==> config.mk <==
export PLATFORM = sky130hd
export DESIGN_NAME = ifu_prefetch
export DESIGN_NICKNAME = d
export VERILOG_FILES = /design/src/rtl/ifu_prefetch_pkg.sv /design/src/rtl/ifu_pf_fifo.sv /design/src/rtl/ifu_prefetch.sv
export SDC_FILE = /design/constraint.sdc
export NUM_CORES = 1
export LEC_CHECK = 0
export CORE_MARGIN = 3
export CORE_UTILIZATION = 34
export DETAILED_ROUTE_END_ITERATION = 12
export GPL_TIMING_DRIVEN = 0
export HOLD_SLACK_MARGIN = 0.15
export PLACE_DENSITY = 0.49
export SYNTH_ARGS = -nofsm -noshare
export SYNTH_HDL_FRONTEND = slang
export SYNTH_HIERARCHICAL = 1
export SYNTH_SLANG_ARGS = --single-unit
==> constraint.sdc <==
create_clock -name clk -period 4.1 [get_ports clk]
set_input_delay 0.41 -clock clk [delete_from_list [all_inputs] [get_ports clk]]
set_output_delay 0.41 -clock clk [all_outputs]
set_load 0.05 [all_outputs]
==> src/rtl/ifu_prefetch_pkg.sv <==
// Shared fetch-unit defaults and prefetch state encoding.
package ifu_prefetch_pkg;
  localparam int          ADDR_LEN_D = 32;
  localparam int          ISA_LEN_D  = 32;
  localparam logic [31:0] NOP_INST_D = 32'h0000_0013;
  localparam logic [31:0] RESET_PC_D = 32'h0000_0000;

  typedef enum logic {
    FETCH_S = 1'b0,
    DRAIN_S = 1'b1
  } pf_state_e;
endpackage

==> src/rtl/ifu_pf_fifo.sv <==
// First-word-fall-through FIFO; push and pop in the same cycle keep the count.
module ifu_pf_fifo #(
  parameter int W     = 64,
  parameter int DEPTH = 4,
  localparam int AW   = $clog2(DEPTH),
  localparam int CW   = $clog2(DEPTH + 1)
) (
  input  logic          clk,
  input  logic          rst,
  input  logic          clear,
  input  logic          push,
  input  logic [W-1:0]  din,
  input  logic          pop,
  output logic [W-1:0]  head,
  output logic [CW-1:0] count,
  output logic          empty
);
  logic [W-1:0]  mem [DEPTH];
  logic [AW-1:0] wr_ptr, rd_ptr;
  logic          full, do_push, do_pop;

  assign empty   = (count == '0);
  assign full    = (count == CW'(DEPTH));
  assign do_pop  = pop && !empty;
  assign do_push = push && (!full || do_pop);
  assign head    = mem[rd_ptr];

  always_ff @(posedge clk) begin
    if (rst || clear) begin
      wr_ptr <= '0;
      rd_ptr <= '0;
      count  <= '0;
    end else begin
      if (do_push) wr_ptr <= wr_ptr + AW'(1);
      if (do_pop)  rd_ptr <= rd_ptr + AW'(1);
      count <= count + CW'(do_push) - CW'(do_pop);
    end
  end

  always_ff @(posedge clk) begin
    if (do_push) mem[wr_ptr] <= din;
  end
endmodule

==> src/rtl/ifu_prefetch.sv <==
// Instruction prefetch: credit-limited in-order reads into a FIFO feeding a registered decode stage.
module ifu_prefetch
  import ifu_prefetch_pkg::*;
#(
  parameter int                  ADDR_LEN = ADDR_LEN_D,
  parameter int                  ISA_LEN  = ISA_LEN_D,
  parameter int                  DEPTH    = 4,
  parameter int                  MAX_OUT  = 2,
  parameter logic [ADDR_LEN-1:0] RESET_PC = ADDR_LEN'(RESET_PC_D),
  parameter logic [ISA_LEN-1:0]  NOP_INST = ISA_LEN'(NOP_INST_D)
) (
  input  logic                clk,
  input  logic                rst,
  input  logic                flush,
  input  logic [ADDR_LEN-1:0] jmp_addr_i,
  input  logic                stall,
  output logic                rd_req_o,
  output logic [ADDR_LEN-1:0] rd_addr_o,
  input  logic                busy_,
  input  logic                rd_valid_i,
  input  logic [ISA_LEN-1:0]  rd_data_i,
  output logic [ISA_LEN-1:0]  inst_o,
  output logic [ADDR_LEN-1:0] pc_o,
  output logic                valid_o,
  output logic                wait_
);
  localparam int             CW        = $clog2(DEPTH + 1);
  localparam int             EW        = ADDR_LEN + ISA_LEN;
  localparam logic [CW:0]    DEPTH_C   = (CW + 1)'(DEPTH);
  localparam logic [CW-1:0]  MAX_OUT_C = CW'(MAX_OUT);

  pf_state_e           state, state_nxt;
  logic [ADDR_LEN-1:0] fetch_pc, rsp_pc;
  logic [CW-1:0]       out_cnt, discard_cnt, discard_nxt, out_after_rsp, fifo_cnt;
  logic [CW:0]         credit_used;
  logic                accept, drop, push, pop, fifo_empty;
  logic [EW-1:0]       fifo_head;

  // Outstanding reads (including ones about to be discarded) consume FIFO credit,
  // so a kept response always has a free slot.
  assign credit_used = {1'b0, fifo_cnt} + {1'b0, out_cnt};
  assign rd_req_o    = !rst && !flush && (credit_used < DEPTH_C) && (out_cnt < MAX_OUT_C);
  assign rd_addr_o   = fetch_pc;
  assign accept      = rd_req_o && busy_;

  // Responses are in order, so the oldest discard_cnt responses are the stale ones.
  assign drop   = rd_valid_i && (state == DRAIN_S);
  assign push   = rd_valid_i && (state == FETCH_S) && !flush;
  assign pop    = !flush && !fifo_empty && (!stall || !valid_o);
  assign rsp_pc = fifo_head[EW-1:ISA_LEN];
  assign wait_  = !rst && (!fifo_empty || push || flush);

  always_comb begin
    out_after_rsp = out_cnt - CW'(rd_valid_i);
    discard_nxt   = discard_cnt;
    if (flush)     discard_nxt = out_after_rsp;
    else if (drop) discard_nxt = discard_cnt - CW'(1);
    state_nxt = (discard_nxt != '0) ? DRAIN_S : FETCH_S;
  end

  always_ff @(posedge clk) begin
    if (rst) begin
      state       <= FETCH_S;
      fetch_pc    <= RESET_PC;
      out_cnt     <= '0;
      discard_cnt <= '0;
      inst_o      <= NOP_INST;
      pc_o        <= '0;
      valid_o     <= 1'b0;
    end else begin
      state       <= state_nxt;
      discard_cnt <= discard_nxt;
      out_cnt     <= out_after_rsp + CW'(accept);
      if (flush)       fetch_pc <= jmp_addr_i;
      else if (accept) fetch_pc <= fetch_pc + ADDR_LEN'(4);
      if (flush) begin
        valid_o <= 1'b0;
        inst_o  <= NOP_INST;
      end else if (!stall || !valid_o) begin
        if (!fifo_empty) begin
          pc_o    <= rsp_pc;
          inst_o  <= fifo_head[ISA_LEN-1:0];
          valid_o <= 1'b1;
        end else begin
          inst_o  <= NOP_INST;
          valid_o <= 1'b0;
        end
      end
    end
  end

  ifu_pf_fifo #(.W(EW), .DEPTH(DEPTH)) u_fifo (
    .clk   (clk),
    .rst   (rst),
    .clear (flush),
    .push  (push),
    .din   ({fetch_pc_of_rsp(), rd_data_i}),
    .pop   (pop),
    .head  (fifo_head),
    .count (fifo_cnt),
    .empty (fifo_empty)
  );

  // PC of the response being pushed: the oldest kept request address.
  logic [ADDR_LEN-1:0] rsp_addr_q [DEPTH];
  logic [$clog2(DEPTH)-1:0] ra_wr, ra_rd;

  always_ff @(posedge clk) begin
    if (rst || flush) begin
      ra_wr <= '0;
      ra_rd <= '0;
    end else begin
      if (accept) ra_wr <= ra_wr + 1'b1;
      if (push)   ra_rd <= ra_rd + 1'b1;
    end
  end

  // Stale requests are never stored here: the tracker restarts at the redirect.
  always_ff @(posedge clk) begin
    if (accept) rsp_addr_q[ra_wr] <= fetch_pc;
  end

  function automatic logic [ADDR_LEN-1:0] fetch_pc_of_rsp();
    return rsp_addr_q[ra_rd];
  endfunction

  assert property (@(posedge clk) disable iff (rst) rd_valid_i |-> (out_cnt != '0));
endmodule
==> results.py <==
metrics = {
    "run_status": {
        "status": "complete, no violations",
    },
    "setup_path": {
        "crit_path_start_kind": "flip-flop",
        "arrival_ns": 4.10,
        "startpoint": "u_fifo/count[2]",
        "crit_slowest_cell": "dfxtp_1",
        "cpPeakStageDelay_ns": 0.50,
        "endpoint_kind": "flip-flop",
        "required_ns": 4.40,
        "critical_path.most_common_cell": "clkbuf_1",
        "criticalPathCategory": "flip-flop to flip-flop",
        "timing.rr.start": "u_fifo/count[2]",
        "worst-path-max-fanout": 21,
        "crit_path_cell_trace": "ha_1 -> or3_1 -> or4_1 -> clkbuf_1 -> inv_1 -> clkbuf_1 -> buf_2 -> and2_2 -> buf_12",
    },
    "clock_network": {
        "clockBufferDepth": 3,
        "cts.sinks": 503,
        "cts.reportedPaths.clkPinSlew_ns": 0.06,
        "cts_tree": "yes",
        "h-tree-depth": 2,
        "clkLatencyLatePin_ns": 0.60,
        "cts_root_buf": "clkbuf_16",
        "cts_buffers": 55,
        "cts_hold_buf": 0,
    },
    "logic_synthesis": {
        "async_reset_ff_share_pct": 0,
        "synthMostInstantiatedCell": "edfxtp_1",
        "syn_avg_cell_area_sq_um": 16.62,
        "syn-cell-area_sq_um": 19090,
        "synth_edf_count": 384,
        "synth_top_family_by_area": "multiplexers",
        "yosys-top-cells-area": "edfxtp_1 60%, dfxtp_1 12%, mux4_2 11%",
        "yosys.area_share.adder_pct": 1.285,
        "yosys-top-cells-count": "384 x edfxtp_1, 129 x nand2_1, 119 x dfxtp_1",
        "synthMuxAreaShare_pct": 11.64,
        "yosys_register_bits": 503,
        "synth_xor_area_share_pct": 0.6882,
        "ys_types": 50,
        "synth_top_area_share_pct": 60.40,
        "syn_inst": 1149,
        "synth_flop_cell": "edfxtp_1",
        "netlist.top_cell.by_area": "edfxtp_1",
        "synth_fp_nets": 1238,
        "synth-compound-area-share_pct": 4.103,
        "yosysWarnings": 6,
        "synth-simple-area-share_pct": 7.616,
        "yosysSeqAreaShare_pct": 72.88,
    },
    "placement": {
        "io_buffers": 168,
        "gp_congestion": 0.7944,
        "placed_area_sq_um": 21900,
        "dp.final_hpwl_mm": 31.42,
        "place_ws_ns": -0.8921,
    },
    "cells_and_area": {
        "nFillCells": 5075,
        "final_nets": 1469,
        "area_growth_pct": 24.51,
        "drive_gt1_share_pct": 15.42,
        "fin_util_pct": 42.98,
        "final_cell_area_sq_um": 23770,
    },
    "timing": {
        "finalMaxSlewViolations": 0,
        "max_freq_mhz": 263.3,
        "slew_headroom_pct": 31.61,
        "fin_ws_ns": 0.3022,
        "rsz0062_at_grt": "false",
        "hold_violations": 0,
        "fin_skew_ns": 0.02636,
        "worst_pin_slew_ns": 1.018,
        "period_share_pct": 92.63,
        "period_needed_ns": 3.798,
        "setup_viol": 0,
    },
    "power": {
        "p_leak_nw": 7.446,
        "p_per_area_nw_per_um2": 475.9,
        "finalPower_mw": 11.31,
        "ir_worst_vdd_v": 0.0002961,
    },
    "die": {
        "die_y_um": 243.0,
        "initial_core_util_pct": 34.52,
        "rows": 86,
        "io_pins": 169,
        "coreArea_sq_um": 55310,
        "dieWidth_um": 243.0,
        "die_area_sq_um": 59030,
    },
    "global_routing": {
        "grt_antenna_before_repair": 1,
        "grt_max_degree": 48,
        "first_global_vias": 11390,
        "overflow": 0,
        "grt_pass1_wl_mm": 73.11,
        "grt_usage_pct": 16.43,
    },
    "routing": {
        "drt-vias-per-instance": 4.997,
        "drt_iter0_drc": 698,
        "vias": 10870,
        "totalWireLength_mm": 48.11,
        "avgRoutedWirePerCell_um": 22.11,
        "drcViolationCount": 0,
        "drtPass1Iterations": 5,
        "antenna_left": 0,
    },
    "hold_path": {
        "worstHoldStart": "jmp_addr_i[4]",
        "hold_path_class": "input pin to flip-flop",
    },
    "run": {
        "maxCapViolCount": 0,
    },
}
## cell usage in the layout (no fill, tap or decap), types with 12 or more instances in the layout
cell / Yosys / final
edfxtp_1: 384 / 384
clkdlybuf4s50_1: 0 / 168
nand2_1: 129 / 129
dfxtp_1: 119 / 119
mux4_2: 96 / 96
a21oi_1: 76 / 76
clkbuf_16: 0 / 57
clkbuf_1: 37 / 45
nor2_1: 37 / 37
nand3b_1: 29 / 29
inv_1: 22 / 22
ha_1: 18 / 18
a31oi_1: 17 / 17
nand3_1: 15 / 15
or3_1: 16 / 15
buf_1: 15 / 14
clkinv_2: 0 / 13
o21ai_0: 12 / 12
## cell families (layout without fill, tap and decap cells)
logic type / after synthesis / count (layout)
adders and majority gates: 19 / 19
and+or+nand+nor: 291 / 291
buffers and inverters: 85 / 363
xor gates and xnor gates: 15 / 15
muxes: 102 / 102
AOI/OAI and AO/OA: 134 / 134
DFF: 503 / 503
other: 0 / 1
## critical path: cells and delay by family (launching register included)
family	cells	cell delay (ns)
fa+ha+maj	1	0.29
buf+inv	5	1.32
flops	1	0.50
simple gates	3	1.38
## through the flow
step | setup TNS (ns) | hold WS [ns] | instances
floorplan | 0 | 0.4621 | 1149
global placement | -442.49 | 0.4401 | 2065
detailed placement | -86.74 | 0.4451 | 2073
CTS | 0 | 0.3395 | 2176
global route | 0 | 0.3937 | 2175
finish | 0 | 0.3878 | 2176
## timing repair
action                     in CTS  in global routing
gates resized for setup         3                  0
setup buffers                   0                  0
pin swaps                       0                  0
setup endpoints to repair     260                  1
## worst paths after layout
check | endpoint | slack [ns] | cells after the start
hold / removal | rd_addr_o[4] | 0.39 | 3
hold reg to reg | inst_o[20] | 0.45 | 2
setup / recovery | rsp_addr_q[3][17] | 0.30 | 9
setup reg to reg | rsp_addr_q[3][17] | 0.30 | 9
## flip-flops by register name (all words and copies together) (netlist names), 3 cells and up, named ones only
name and count:
inst_o 32, u_fifo/mem 256, discard_cnt 3, out_cnt 3, u_fifo/count 3, rsp_addr_q 128
rd_addr_o 32, pc_o 32
## per-layer routing
layer  share of wire, %  global-route usage (%)  wire length, um  vias to the layer above
li1                   -                       -                -                     4940
met3                4.6                   2.905             2198                       65
met5                  0                       0                0                        -
met4                1.9                   4.394              907                        0
met1                 47                   23.10            22480                     5614
met2                 47                   26.47            22520                      255
## power breakdown
group	total [mW]	internal [mW]	switching, mW
clock network	4.98	2.99	1.99
registers	5.69	5.60	0.0876
logic	0.644	0.254	0.390
total	11.3	8.85	2.46
## area by class of cell
class	count	area, sq um	area share (%)
clock inverter	30	285.3	1.200
tap	748	935.9	3.937
multi-input combinational	561	4872	20.50
clock buffer	74	1570	6.606
buffer	61	251.5	1.058
sequential	503	13910	58.53
timing repair buffer	176	1857	7.811
inverter	22	82.58	0.3474
antenna	1	2.502	0.01053
Power figures use the tool's default switching activity.
